$ cat src/rtl/result_sample_buffer.sv
// Circular history of per-channel write-back results with live, record, hold
// and step-through replay views, driving one selected byte to the display mux.
module result_sample_buffer #(
  parameter int CHANNELS = 2,
  parameter int WIDTH    = 32,
  parameter int DEPTH    = 8,
  localparam int CSW     = (CHANNELS > 1) ? $clog2(CHANNELS) : 1,
  localparam int BSW     = ((WIDTH / 8) > 1) ? $clog2(WIDTH / 8) : 1,
  localparam int PW      = $clog2(DEPTH),
  localparam int CNW     = $clog2(DEPTH + 1)
) (
  input  logic                      hz1_clk,
  input  logic                      n_rst,
  input  logic [CHANNELS*WIDTH-1:0] ch_data,
  input  logic [CHANNELS-1:0]       ch_valid,
  input  logic [1:0]                mode,
  input  logic [CSW-1:0]            ch_sel,
  input  logic [BSW-1:0]            byte_sel,
  input  logic                      step,
  input  logic                      clear,
  output logic [7:0]                disp_byte,
  output logic [CNW-1:0]            count,
  output logic                      full,
  output logic                      overflow,
  output logic [PW-1:0]             rd_ptr
);

  localparam int LANES = WIDTH / 8;
  localparam logic [CNW-1:0] FULL_CNT = CNW'(DEPTH);

  typedef enum logic [1:0] {
    ST_LIVE   = 2'b00,
    ST_RECORD = 2'b01,
    ST_REPLAY = 2'b10,
    ST_HOLD   = 2'b11
  } state_t;

  state_t                    r_state;
  state_t                    w_state_nxt;
  logic                      w_capture;
  logic                      w_replay_entry;
  logic                      w_step_ok;
  logic                      w_we;
  logic                      w_drop;
  logic                      w_full;
  logic [PW-1:0]             r_wr_ptr;
  logic [PW-1:0]             r_rd_ptr;
  logic [PW-1:0]             w_oldest;
  logic [PW-1:0]             w_rd_inc;
  logic [CNW-1:0]            r_count;
  logic                      r_overflow;
  logic [7:0]                r_disp;
  logic [7:0]                w_live_byte;
  logic [7:0]                w_rep_byte;
  int                        w_ch;
  int                        w_bl;
  logic [CHANNELS*WIDTH-1:0] r_mem_data [DEPTH];
  logic [CHANNELS-1:0]       r_mem_vld  [DEPTH];

  function automatic logic [7:0] pick_byte(input logic [CHANNELS*WIDTH-1:0] d,
                                           input int c, input int b);
    return d[c*WIDTH + b*8 +: 8];
  endfunction

  always_ff @(posedge hz1_clk or negedge n_rst) begin
    if (!n_rst) r_state <= ST_LIVE;
    else        r_state <= w_state_nxt;
  end

  // The sampled mode governs the edge that samples it, so decode from the next state.
  always_comb begin
    w_state_nxt    = state_t'(mode);
    w_capture      = 1'b0;
    w_replay_entry = 1'b0;
    w_step_ok      = 1'b0;
    case (w_state_nxt)
      ST_LIVE, ST_RECORD: w_capture = |ch_valid;
      ST_REPLAY: begin
        w_replay_entry = (r_state != ST_REPLAY);
        w_step_ok      = step && !w_replay_entry && (r_count != '0);
      end
      default: ;
    endcase
  end

  assign w_full   = (r_count == FULL_CNT);
  assign w_we     = w_capture && !clear && ((w_state_nxt == ST_LIVE) || !w_full);
  assign w_drop   = w_capture && !clear && (w_state_nxt == ST_RECORD) && w_full;
  assign w_oldest = r_wr_ptr - PW'(r_count);
  assign w_rd_inc = r_rd_ptr + 1'b1;

  always_ff @(posedge hz1_clk or negedge n_rst) begin
    if (!n_rst) begin
      r_wr_ptr   <= '0;
      r_rd_ptr   <= '0;
      r_count    <= '0;
      r_overflow <= 1'b0;
    end else if (clear) begin
      r_wr_ptr   <= '0;
      r_rd_ptr   <= '0;
      r_count    <= '0;
      r_overflow <= 1'b0;
    end else begin
      if (w_we) begin
        r_wr_ptr <= r_wr_ptr + 1'b1;
        if (!w_full) r_count <= r_count + 1'b1;
      end
      if (w_drop) r_overflow <= 1'b1;
      // Stepping past the newest entry (the one just behind wr_ptr) returns to the oldest.
      if (w_replay_entry)  r_rd_ptr <= w_oldest;
      else if (w_step_ok)  r_rd_ptr <= (w_rd_inc == r_wr_ptr) ? w_oldest : w_rd_inc;
    end
  end

  always_ff @(posedge hz1_clk) begin
    if (w_we) begin
      r_mem_data[r_wr_ptr] <= ch_data;
      r_mem_vld[r_wr_ptr]  <= ch_valid;
    end
  end

  always_comb begin
    w_ch        = (int'(ch_sel) < CHANNELS) ? int'(ch_sel) : 0;
    w_bl        = (int'(byte_sel) < LANES) ? int'(byte_sel) : 0;
    w_live_byte = pick_byte(ch_data, w_ch, w_bl);
    w_rep_byte  = 8'h00;
    if ((r_count != '0) && r_mem_vld[r_rd_ptr][w_ch])
      w_rep_byte = pick_byte(r_mem_data[r_rd_ptr], w_ch, w_bl);
  end

  always_ff @(posedge hz1_clk or negedge n_rst) begin
    if (!n_rst) begin
      r_disp <= 8'h00;
    end else begin
      case (w_state_nxt)
        ST_LIVE, ST_RECORD: r_disp <= w_live_byte;
        ST_REPLAY:          r_disp <= w_rep_byte;
        default:            r_disp <= r_disp;
      endcase
    end
  end

  assign disp_byte = r_disp;
  assign count     = r_count;
  assign full      = w_full;
  assign overflow  = r_overflow;
  assign rd_ptr    = r_rd_ptr;

endmodule
$ cat config.mk
export PLATFORM = sky130hd
export DESIGN_NAME = result_sample_buffer
export DESIGN_NICKNAME = d
export VERILOG_FILES = /design/src/rtl/result_sample_buffer.sv
export SDC_FILE = /design/constraint.sdc
export NUM_CORES = 1
export LEC_CHECK = 0
export BUFFER_PORTS_ARGS = -buffer_cell sky130_fd_sc_hd__buf_2
export CORE_MARGIN = 1
export CORE_UTILIZATION = 55
export CTS_CLUSTER_SIZE = 8
export DETAILED_ROUTE_END_ITERATION = 10
export GPL_TIMING_DRIVEN = 0
export HOLD_SLACK_MARGIN = 0.1
export PLACE_DENSITY = 0.87
export SETUP_SLACK_MARGIN = 0.05
export SLEW_MARGIN = 0
export SYNTH_ARGS = -nofsm -noshare
export SYNTH_HDL_FRONTEND = slang
export SYNTH_SLANG_ARGS = --single-unit
export TNS_END_PERCENT = 30
$ cat constraint.sdc
create_clock -name hz1_clk -period 6.8 [get_ports hz1_clk]
set_input_delay 0.68 -clock hz1_clk [delete_from_list [all_inputs] [get_ports hz1_clk]]
set_output_delay 0.68 -clock hz1_clk [all_outputs]
set_load 0.005 [all_outputs]
---- After elaboration in Yosys (flattened, before gate mapping) ----
Memory sizes are Yosys's and may differ from the RTL's.
Cells that the tools add are included.
word-level totals
  RAM bits ................................ 528
  register bits after elaboration ......... 21
  bits of input ports ..................... 75
  memory bits (read-only) ................. 0
  bits in latches ......................... 0
  output and inout bits ................... 17
  word-level logic and storage cells ...... 62
  memories ................................ 2
operators by class
  reduce and logical (&&, ||, !) cells .... 20
  $add $sub $neg .......................... 5
  bitwise logic cells ..................... 0
  equal/unequal tests ..................... 6
  shifts and indexed selects .............. 2
  $mul .................................... 0
  muxes and demuxes ....................... 20
  div/mod/pow operators ................... 0
  $lt $le $gt $ge ......................... 1
memory list
  name        words  width  read ports  clocked after memory_dff  wr ports  line  RTL
  r_mem_data  8      64     1           0                         1         57    logic [CHANNELS*WIDTH-1:0] r_mem_data [DEPTH];
  r_mem_vld   8      2      1           0                         1         58    logic [CHANNELS-1:0] r_mem_vld [DEPTH];
operators with widths
  kind                   count
  $shiftx A64 B32 Y8     1
  $shiftx A64 B8 Y8      1
  $mux W3                6
  $pmux W8 S2            1
  $mux W4                3
  $mux W1                9
  $mux W8                1
  $add A6 B5 Y7          1
  $logic_and A1 B1 Y1    7
  $add A3 B1 Y3 const B  2
  $reduce_bool A2 Y1     3
  $add A4 B1 Y4 const B  1
  $eq A4 B4 Y1 const B   1
  $ne A2 B2 Y1 const B   2
  $reduce_bool A4 Y1     1
  $reduce_or A2 Y1       2
  $eq A3 B3 Y1           1
  $logic_not A1 Y1       3
  $reduce_bool A3 Y1     1
  $sub A3 B3 Y3          1
  $eq A2 B1 Y1 const B   1
  $eq A2 B2 Y1 const B   1
  $logic_not A2 Y1       1
  $lt A1 B2 Y1 const B   1
  other kinds (2)        2

---- Logic depth before layout (Yosys ltp) ----
  word-level depth ........................ 8
  mapped depth ............................ 9

---- Worst setup path after synthesis ----
No wires, ideal clock.
  kind .................................... reg2reg
  start ................................... register r_count[0] (netlist: count[0])
  end ..................................... memory r_mem_data[1][0] (netlist name) (enable)
  stages on the path, launching flop included .. 8
  slack ................................... 139 ps
  data required time ...................... 6229 ps
  arrival ................................. 6090 ps
  setup time .............................. 571 ps
  clock period less this slack ............ 6661 ps
  cell sequence ........................... dfrtp_1 > inv_1 > ha_1 > and3b_1 > clkbuf_1 > a211oi_1 > nand2_1 > nor3_1
on the way
  cells in the longest elaborated chain, start to end .. 6
RTL lines
  what                           line  RTL
  from (decl)                    50    logic [CNW-1:0] r_count;
  from (signal assigned)         106   if (!w_full) r_count <= r_count + 1'b1;
  $eq A4 B4 Y1                   86    assign w_full = (r_count == FULL_CNT);
  net full                       23    output logic full,
  $logic_not A1 Y1               --
  $logic_or A1 B1 Y1             87    assign w_we = w_capture && !clear && ((w_state_nxt == ST_LIVE) || !w_full);
  $logic_and A1 B1 Y1            87
  $mux W1                        116   if (w_we) begin
  $mux W1 (implied by the code)  117   r_mem_data[r_wr_ptr] <= ch_data;
  to (decl)                      57
The timed path passes the listed nets, and every way through them passes these cells.

---- Final worst setup path ----
  start ................................... register r_count[0] (netlist: count[0])
  end ..................................... memory r_mem_data[7][49] (netlist name) (enable)
on the way
  cells in the longest elaborated chain, start to end .. 6
RTL lines
  what                           line
  $eq A4 B4 Y1                   86
  $logic_not A1 Y1               --
  $logic_or A1 B1 Y1             87
  $logic_and A1 B1 Y1            87
  $mux W1                        116
  $mux W1 (implied by the code)  117
No other way between the ends.

==> impl_results.md <==
- Site Rows: 72
- Clk_lat worst skew: between 0.5 and 0.6 ns
- First-pass GRT wire length: approximately 80,000 um
- Pwr per Cell Area: 360 nW/um^2
- Dpl cell area: 23,500 sq um
- Gr ovfl total: 0
- Avg Cell Area, Syn: 21.1 sq um
- Nets@finish: 1,318
- Area grow syn2layout: 17.7%
- Synthesized area: about 22,000 sq um
- Internal power: 6800 uW
- Placer Congestion: about 0.86
- Seq pwr share: 41.1%
- CTS Buf Count: 78
- Max_slew headroom: 20.4%
- Peak supply drop: 0.223 mV
- Yosys cell types: about 50
- Die height: 201 um
- Total Routed Length: 55,700 um
- Post-cts hold buffer count: 0
- Synth warnings: 0
- Comb power frac: 20.4%
- Detail-routed net length per standard cell: a little over 30 um
- RSZ-0062 raised after global routing: no
- Vias per std cell: between 6 and 7
- Kind of critical path: reg2reg
- CP max-delay cell: nor2_4
- Postcts setup bufs: 0
- Post-DRT Antenna Nets: 0
- Core ar.: 38,900 sq um
- Hpwl dp: 34,300 um
- # fillers: 2,363
- Worst Max-Slew Pin Slew: around 1.2 ns
- Clk root buf: clkbuf_16
- IO Count: 92
- EDFF count, synth: 528
- Vias: 12.1k
- Starting Density: 56.2%
- Most used DFF post-synth: edfxtp_1
- Setup Viol. Count Final: 0
- CP required: 7.07 ns
- Worst Skew: 0.0142 ns
- Status: completed
- Clk buf depth: 3
- Initial antenna violation count: 4
- Reg area: 16,400 sq um
- Net Sw Frac: 26.7%
- Ys async rst share: 3.83%
- Drt pass-1 iters: 5
- Clock Sinks: 549
- Cell area after layout: 25,700 sq um
- Total Power: a little over 9000 uW
- Remaining DRCs: 0
- Clock Power Share: 38.5%
- Number of global-route vias before repair: 12.4k
- LEAKAGE: 0.00849 uW
- Post-synthesis sequential element count: 549
- Setup tns final: 0 ns
- DIE AREA: approximately 40,000 sq um
- Max cap viols: 0
- Max frequency: 262 MHz
- Worst-path clk slew: 0.06 ns
- Setup crit end kind: register
- Startpoint type of the worst setup path: register
- Post-CTS Resized: 0
- Type of the worst min-delay path: in2async
- First-iteration detailed-routing DRC count: 1,565
- Arrival time worst endpoint: 4.09 ns
- CP peak stage delay: 0.80 ns
- Pin count of the biggest net entering global routing: 28
- Post-synthesis sequential area ratio: 74.9%
- Gate count after technology mapping: 1,038
- Fin crit period: approximately 3.8 ns
- CP cell instances: inv_1 > ha_1 > and3b_1 > clkbuf_1 > a211oi_1 > nand2_1 > nor2_4 > buf_12 > buf_12
- Psw: 2470 uW
- Most used cell, CP: buf_12
- Final Hold Viols: 0
- Max Fanout on Critical Path: 25
- CTS tree: yes
- GR Util All Layers: between 20% and 30%
- Multi-input gate area in the final layout: between 5000 and 6000 sq um
- H-tree depth: 3
- Share of cells above drive strength 1: between 30 and 40%
- Slew Viols, Final: 0
- Port Buffers: 90
- Die width: 201 um
- Final period util: 56.2%
- Syn_nets: 1,119
==> cell families after synthesis <==
group | synth area share [%]
DFF | 74.9
muxes | 17.3
and+or+nand+nor | 3.28
buffers and inverters | 1.70
AOI/OAI and AO/OA | 2.03
xor gates and xnor gates | 0.440
adders and majority gates | 0.377
==> path summary, 6_finish.rpt <==
kind	startpoint	end	slack (ns)	cells after the start
min in group hz1_clk	mode[1]	r_state[1]	0.28	1
hold reg to reg	overflow	overflow	0.52	2
setup / recovery	count[0]	r_mem_data[7][49]	2.98	9
setup reg to reg	count[0]	r_mem_data[7][49]	2.98	9
max in group asynchronous	n_rst	disp_byte[5]	6.28	1
hold / removal	n_rst	r_wr_ptr[2]	0.1	1
==> cell usage after synthesis (all sizes together), types with 3 or more instances <==
cell,number,share of area (%)
edfxtp,528,72
mux4,143,15
nand2,68,1.2
mux2i,40,1.8
buf,39,1.3
nand3,28,0.64
nor2,24,0.41
dfrtp,21,2.4
clkbuf,16,0.29
a21oi,12,0.27
a32oi,12,0.48
mux2,12,0.62
nand2b,12,0.34
inv,7,0.12
nand4,7,0.20
xor2,6,0.24
a22oi,5,0.17
ha,5,0.29
nor3,5,0.17
o2111ai,5,0.20
o22ai,5,0.14
xnor2,5,0.20
a31oi,4,0.11
o221ai,4,0.16
and2,3,0.086
o21ai,3,0.069
o32ai,3,0.12
==> state kept, by name, summed over array words and instances (netlist names) <==
signal      count
r_mem_data    512
r_mem_vld      16
disp_byte       8
count           4
r_wr_ptr        3
rd_ptr          3
r_state         2
overflow        1
==> cells in the final DEF (no fill, tap or decap), drive strengths merged, types with 6 or more instances in the layout <==
| master | count |
|---|---|
| a21oi | 12 |
| a32oi | 12 |
| buf | 158 |
| clkbuf | 144 |
| dfrtp | 21 |
| edfxtp | 528 |
| inv | 11 |
| mux2 | 12 |
| mux2i | 40 |
| mux4 | 143 |
| nand2 | 68 |
| nand2b | 12 |
| nand3 | 28 |
| nand4 | 7 |
| nor2 | 24 |
| xor2 | 6 |
==> critical path, delay by kind of cell, from the launching register on <==
family / cells / cell delay [ns]
AOI/OAI and AO/OA: 1 / 0.66
adders and majority gates: 1 / 0.21
buffers and inverters: 4 / 0.74
DFF: 1 / 0.47
and+or+nand+nor: 3 / 1.38
==> metrics by stage <==
step	hold slack [ns]	std cells	util, %	worst slack, ns
finish	0.0952	1811	66.1	2.98
global route	0.128	1810	66.1	2.80
CTS	0.111	1808	66.1	3.03
detailed placement	0.519	1675	60.4	3.05
global placement	0.479	1646	59.0	-4.20
floorplan	0.384	1038	-	0.139
==> power by group through the flow <==
stage | combinational [uW] | sequential [uW] | clock, uW
after floorplan | 1280 | 3860 | 0
after global placement | 1760 | 3880 | 0
after detailed placement | 1840 | 3870 | 0
after CTS | 1890 | 3810 | 3590
after global routing | 1990 | 3810 | 3720
final | 1900 | 3810 | 3570
==> area by class of cell <==
cell class / instances / area share, %
Antenna cell: 3 / 0.0292
Buffer: 55 / 1.35
Clock buffer: 128 / 8.56
Clock inverter: 5 / 0.151
Inverter: 7 / 0.102
Multi-Input combinational cell: 427 / 20.1
Sequential cell: 549 / 63.6
Tap cell: 518 / 2.52
Timing Repair Buffer: 119 / 3.53
==> per-layer routing <==
| metal | routed length (um) | track usage (%) | vias to the layer above |
|---|---|---|---|
| met5 | 11 | 0 | - |
| li1 | - | - | 4750 |
| met3 | 6130 | 7.30 | 177 |
| met1 | 19700 | 36.0 | 6180 |
| met2 | 27500 | 45.4 | 965 |
| met4 | 2300 | 12.9 | 2 |
No activity file was read; power rests on OpenSTA's default activity.
